[src/rtl/div_24bit_seq.sv]
// Sequential unsigned restoring divider: one quotient bit per clock, fixed latency.
// A req/ack handshake starts one division; results and div_by_zero hold until the next completion.
module div_24bit_seq #(
  parameter int width = 24
) (
  input  logic             clk,
  input  logic             rst,
  input  logic             req,
  input  logic [width-1:0] a,
  input  logic [width-1:0] b,
  output logic             busy,
  output logic             ack,
  output logic [width-1:0] quotient,
  output logic [width-1:0] remainder,
  output logic             div_by_zero
);

  localparam int CW = $clog2(width + 1);

  typedef enum logic {IDLE, RUN} state_t;

  state_t           state, state_nxt;
  logic [CW-1:0]    cnt;
  logic [width-1:0] dq, dvs;
  logic [width:0]   rem;
  logic             dbz;
  logic             accept, last;

  logic [2*width:0] pair_sh;
  logic [width:0]   rem_sh, sub, rem_nxt;
  logic [width-1:0] dq_sh, dq_nxt;
  logic             ge;

  // {remainder, dividend} shift as one register pair; the dropped MSB is always zero
  always_comb begin
    pair_sh = {rem, dq} << 1;
    rem_sh  = pair_sh[2*width:width];
    dq_sh   = pair_sh[width-1:0];
    ge      = (rem_sh >= {1'b0, dvs});
    sub     = rem_sh - {1'b0, dvs};
    rem_nxt = ge ? sub : rem_sh;
    dq_nxt  = dq_sh | width'(ge);
  end

  always_comb begin
    state_nxt = state;
    accept    = 1'b0;
    last      = 1'b0;
    case (state)
      IDLE: if (req) begin
        accept    = 1'b1;
        state_nxt = RUN;
      end
      RUN: if (cnt == CW'(1)) begin
        last      = 1'b1;
        state_nxt = IDLE;
      end
      default: state_nxt = IDLE;
    endcase
  end

  assign busy = (state == RUN);

  always_ff @(posedge clk or negedge rst) begin
    if (!rst) begin
      state       <= IDLE;
      cnt         <= '0;
      dq          <= '0;
      dvs         <= '0;
      rem         <= '0;
      dbz         <= 1'b0;
      ack         <= 1'b0;
      quotient    <= '0;
      remainder   <= '0;
      div_by_zero <= 1'b0;
    end else begin
      state <= state_nxt;
      ack   <= last;
      if (accept) begin
        dq  <= a;
        dvs <= b;
        rem <= '0;
        cnt <= CW'(width);
        dbz <= (b == '0);
      end else if (state == RUN) begin
        dq  <= dq_nxt;
        rem <= rem_nxt;
        cnt <= cnt - CW'(1);
        // Divide by zero needs no special case: every trial succeeds, giving all ones and rem = a
        if (last) begin
          quotient    <= dq_nxt;
          remainder   <= rem_nxt[width-1:0];
          div_by_zero <= dbz;
        end
      end
    end
  end

endmodule

[config.mk]
export PLATFORM = sky130hd
export DESIGN_NAME = div_24bit_seq
export DESIGN_NICKNAME = d
export VERILOG_FILES = /design/src/rtl/div_24bit_seq.sv
export SDC_FILE = /design/constraint.sdc
export NUM_CORES = 1
export LEC_CHECK = 0
export ABC_AREA = 1
export CAP_MARGIN = 10
export CORE_ASPECT_RATIO = 0.6
export CORE_MARGIN = 2
export CORE_UTILIZATION = 57
export CTS_BUF_LIST = sky130_fd_sc_hd__clkbuf_4
export DETAILED_ROUTE_END_ITERATION = 6
export GPL_ROUTABILITY_DRIVEN = 1
export PLACE_DENSITY = 0.89
export SLEW_MARGIN = 25
export SYNTH_ARGS = -nofsm -noshare
export SYNTH_HDL_FRONTEND = slang
export SYNTH_SLANG_ARGS = --single-unit
[constraint.sdc]
create_clock -name clk -period 2.65 [get_ports clk]
set_input_delay 0.3975 -clock clk [delete_from_list [all_inputs] [get_ports clk]]
set_output_delay 0.3975 -clock clk [all_outputs]
set_load 0.005 [all_outputs]
Word-level counts from Yosys, hierarchy flattened:

Cells that the tools add are included.
W data, S select, Z words.

* flip-flop bits (word level): 129
* bits of input ports: 51
* output and inout port bits: 51
* word-level logic and storage cells: 33

* $add $sub $neg: 2
* $lt $le $gt $ge: 1
* eq/ne operators: 1
* muxes and demuxes: 13
* bitwise logic cells: 3
* reduce and logical (&&, ||, !) cells: 3

Operators by type and width (number)
* $mux W24: 5
* $ge A25 B24 Y1: 1
* $logic_not A24 Y1: 1
* $or A24 B1 Y24: 1
* $sub A24 B24 Y24: 1
* $mux W5: 2
* $eq A5 B1 Y1 const B: 1
* $mux W1: 5
* $sub A5 B1 Y5 const B: 1
* $reduce_and A3 Y1: 1
* $not A1 Y1: 2
* $pmux W1 S2: 1
* $reduce_bool A2 Y1: 1

Longest topological paths before layout:

* depth in word-level cells: 4
* gate-level depth with buffers: 17

Least setup slack after synthesis:

OpenSTA, ideal clock, no wires.

* path type: flip-flop to flip-flop
* start: reg dq[23]
* end: reg rem[16]
* setup time: 117 ps
* arrival: 1838 ps
* setup slack: 694 ps
* stages on the path, launching flop included: 18
* clock period less this slack: 1956 ps
* path through: dfrtp_1 > inv_1 > ha_1 > inv_1 > fa_1 > nand2_1 > nand2_1 > and2_1 > nand2_1 > nand2_1 > nand2_1 > nand2_1 > nand2_1 > nand2_1 > nand2_1 > nand2_1 > nand2_1 > nand2_1

* word-level cells in the longest chain between the ends: 4

RTL lines
* start: declaration: RTL line 24 `logic [width-1:0] dq, dvs;`
* start signal: assignment: RTL line 86 `dq <= dq_nxt;`
* $sub A24 B24 Y24 / $ge A25 B24 Y1 (equally long branches): RTL line 40, 39
* $mux W24 (*): RTL line 41 `rem_nxt = ge ? sub : rem_sh;`
* $mux W24 (*): RTL line 85 `end else if (state == RUN) begin`
* $mux W24 (*): RTL line 79 `if (accept) begin`
* end signal: assignment: RTL line 87 `rem <= rem_nxt;`
* end: declaration: RTL line 25 `logic [width:0] rem;`

Every way passes the cells marked *; elsewhere a longest branch is shown, timed or not. The select of a mux whose other input is x is not followed.
A chain may end at the register's enable or synchronous reset.

Worst setup path in the final report:

* start: reg rem[15]
* end: reg remainder[20]

* word-level cells in the longest chain between the ends: 2

RTL lines
* $sub A24 B24 Y24 / $ge A25 B24 Y1 (equally long branches): RTL line 40, 39
* $mux W24 (*): RTL line 41
* end signal: assignment: RTL line 92 `remainder <= rem_nxt[width-1:0];`
* end: declaration: RTL line 14 `output logic [width-1:0] remainder,`

Every way passes the cells marked *; elsewhere a longest branch is shown, timed or not.

==> results.cfg <==
[drt]
routed.top_layer = met4
drt-total-wl_microns = 20380
first_pass_iters = 6
dr_total_vias = 6964
wl_met2_microns = 8793
postRouteAntennaNets = 0
drc = 0
wl_met1_microns = 9418
via_per_inst = 5.415
wire_per_inst_microns = 15.85
wl_met3_microns = 1756
dr.first_iter.drc_count = 607

[sta]
rsz0062_at_grt = no
relSlewSlack = 0.4155
worstMarginPinSlew_ns = 0.8758
fmax_mhz = 411.7
setup_tns_ns = 0
slew_viol_final = 0
period_needed_ns = 2.429
timing.final.crit_share = 0.9165
finalSetupViolCount = 0
finClkSkew_ns = 0.02515
final-hold-violation-count = 0

[pwr]
p_per_area_nw_per_um2 = 1504
p_leak_nw = 4.698
total_power_mw = 13.26
max-vdd-ir-drop_v = 0.0007816

[worst_setup_path]
worstSetupStartpoint = rem[15]$_DFFE_PN0P_
cp_num_buf_inv = 2
r2r_start = rem[15]$_DFFE_PN0P_
crit_top_cell = nand2_1
critPathLaunchType = flip-flop
worstSetupPathType = reg2reg
cp-end-kind = flip-flop
cp_top_family = simple AND/OR/NAND/NOR gates
cpMaxStageDelayCell = dfrtp_1
max_stage_delay_ns = 0.44
required_ns = 3.07
critPathArrivalTime_ns = 2.85
crit_chain = ha_1, nand2_1, inv_1, nand2_1, nand2_1, inv_1, nand2_1, a21oi_4, nand3_4, nand2_1, nand2_1, nand2_1, nand2_1
crit_fanout = 26

[outcome]
status = finished, final reports clean

[clock_network]
clock_path_buffers = 2
clkTransAtPathRegs_ns = 0.14
clk_latency_ns = 0.53
clockRootBuffer = clkbuf_4
htree_levels = 4
post_cts_buffers = 0
cts_tree = built
clock_sinks = 129
postCtsHoldBufs = 1
postCtsResizedCells = 0
cts_buffers = 17

[synth]
synth.top_cell.area_share = 0.4427
yosysSeqAreaShare = 0.4427
syn_inst = 1010
yosys-top-cells-area = dfrtp_1, nand2_1, inv_1
netlist_area_sq_um = 7292
avgSynthCellArea_sq_um = 7.220
synth_top_area_cell = dfrtp_1
yosysUniqueCellTypes = 36
synth_warnings = 0
syn_nets = 1088
synth-seq-cells = 129

[hold_path]
hold_class = in2async

[placement]
gp_congestion = 0.9474
dpl.hpwl_microns = 14760
numPortBuffers = 101

[floorplan]
dieArea_sq_um = 13740
die_x_microns = 150.0
core_sq_um = 12260
initial_core_util = 0.5949
ios = 102
num_rows = 31
die_h_microns = 91.61

[layout]
fillers = 976
layout-drive-gt1-share = 0.05709
fin_nets = 1186
seq_area_sq_um = 3228
syn2layout_area_growth_pct = 20.88
n_antenna_cell = 0
multi_input_area_sq_um = 3311

[grt]
grt_max_degree = 58
grt_first_pass_wirelength_microns = 32840
grt_pass1_vias = 6651
antenna_found_initial = 0
grt_use_total = 0.3076
gr-total-overflow = 0

[flow_run]
maxCapViolCount = 0
## layer usage
metal	GRT usage	up-vias
met5	0	-
met4	0.09198	0
met3	0.06269	38
met2	0.4612	334
met1	0.4519	3237
li1	-	3355
## area by class of cell
class / count / share of cell area
clock buffer: 17 / 0.01448
clock inverter: 15 / 0.02172
inverter: 157 / 0.06686
multi-input combinational: 687 / 0.3756
sequential: 129 / 0.3662
tap: 165 / 0.02342
timing repair buffer: 116 / 0.1317
## flip-flops by register name (all words and copies together) (netlist names)
register     flops
quotient        24
ack              1
rem             24
dq              24
remainder       24
div_by_zero      1
dvs             24
busy             1
cnt              5
dbz              1
## worst register-to-register path: cells and delay by family, from the launching register on
| kind | cells | cell delay, ns |
|---|---|---|
| buffers and inverters | 2 | 0.14 |
| adder cells (fa/ha/maj) | 1 | 0.36 |
| AO/OA/AOI/OAI | 1 | 0.18 |
| flip-flops | 1 | 0.44 |
| AND/OR/NAND/NOR | 9 | 1.20 |
## Yosys cell counts
master	count
a21oi_4	1
o211ai_1	2
nor3_1	5
nor3_2	1
buf_2	10
inv_1	153
o221ai_1	19
nor3_4	1
a21oi_1	11
clkinv_1	1
and3_1	1
buf_6	2
o21ai_0	50
o21ai_2	1
clkbuf_1	25
nand2_1	435
o21a_1	1
nand3_1	40
nand3_2	2
ha_1	26
nand3b_1	2
nand4_1	31
and2_2	1
fa_1	1
nor2_2	2
and2_1	1
o22ai_1	2
nand2_2	1
dfrtp_1	129
a22oi_1	1
nand3_4	2
inv_2	3
xor2_1	8
xnor2_1	2
nor2_1	33
nor4_1	4
## final timing paths
kind | slack [ns] | endpoint | depth (start not counted)
worst max-delay path | 0.22 | remainder[20]$_DFFE_PN0P_ | 13
worst min-delay path | 0.29 | dvs[14]$_DFFE_PN0P_ | 2
worst max register to register | 0.22 | remainder[20]$_DFFE_PN0P_ | 13
worst min register to register | 0.49 | quotient[17]$_DFFE_PN0P_ | 2
max in group asynchronous | 1.59 | remainder[6]$_DFFE_PN0P_ | 3
min in group clk | 0.40 | dq[16]$_DFFE_PN0P_ | 3
## stage by stage
step | area (sq um) | hold slack [ns] | setup WS [ns] | cells | util
2_1_floorplan | 7292 | 0.1019 | 0.6944 | 1010 | -
3_3_place_gp | 8486 | 0.3125 | 0.2989 | 1253 | 0.6923
3_5_place_dp | 8486 | 0.3126 | 0.3319 | 1253 | 0.6923
4_1_cts | 8815 | 0.2510 | 0.2486 | 1286 | 0.7192
5_1_grt | 8815 | 0.3043 | 0.004608 | 1286 | 0.7192
6_report | 8815 | 0.2868 | 0.2212 | 1286 | 0.7192
## placed cells by master, fill, tap and decap left out, drive strengths merged
cell / netlist / layout
bufinv: 0 / 2
nor2: 35 / 35
o21a: 1 / 1
dlygate4sd3: 0 / 1
buf: 12 / 15
fa: 1 / 1
nand3b: 2 / 2
xnor2: 2 / 2
nand4: 31 / 31
a22oi: 1 / 1
o22ai: 2 / 2
o221ai: 19 / 19
xor2: 8 / 8
inv: 156 / 166
clkinvlp: 0 / 2
o211ai: 2 / 2
nor4: 4 / 4
nand2: 436 / 436
clkinv: 1 / 2
and2: 2 / 2
a21oi: 12 / 12
and3: 1 / 1
dfrtp: 129 / 129
nor3: 7 / 7
ha: 26 / 26
o21ai: 51 / 51
nand3: 44 / 44
clkdlybuf4s50: 0 / 100
clkbuf: 25 / 17
## logic make-up (layout without fill, tap and decap cells)
kind of cell,count (synthesis),in the layout,share of synthesized area
DFF,129,129,0.4427
AOI/OAI and AO/OA,88,88,0.07395
and+or+nand+nor,562,562,0.3204
adders and majority gates,27,27,0.04736
buffers and inverters,194,305,0.1036
xor gates and xnor gates,10,10,0.01201
## where the power goes
group / internal (mW) / switching (mW)
registers: 2.95 / 0.583
clock network: 0.611 / 0.903
logic: 3.01 / 5.20
total: 6.57 / 6.69
(Power assumes the default switching activity.)
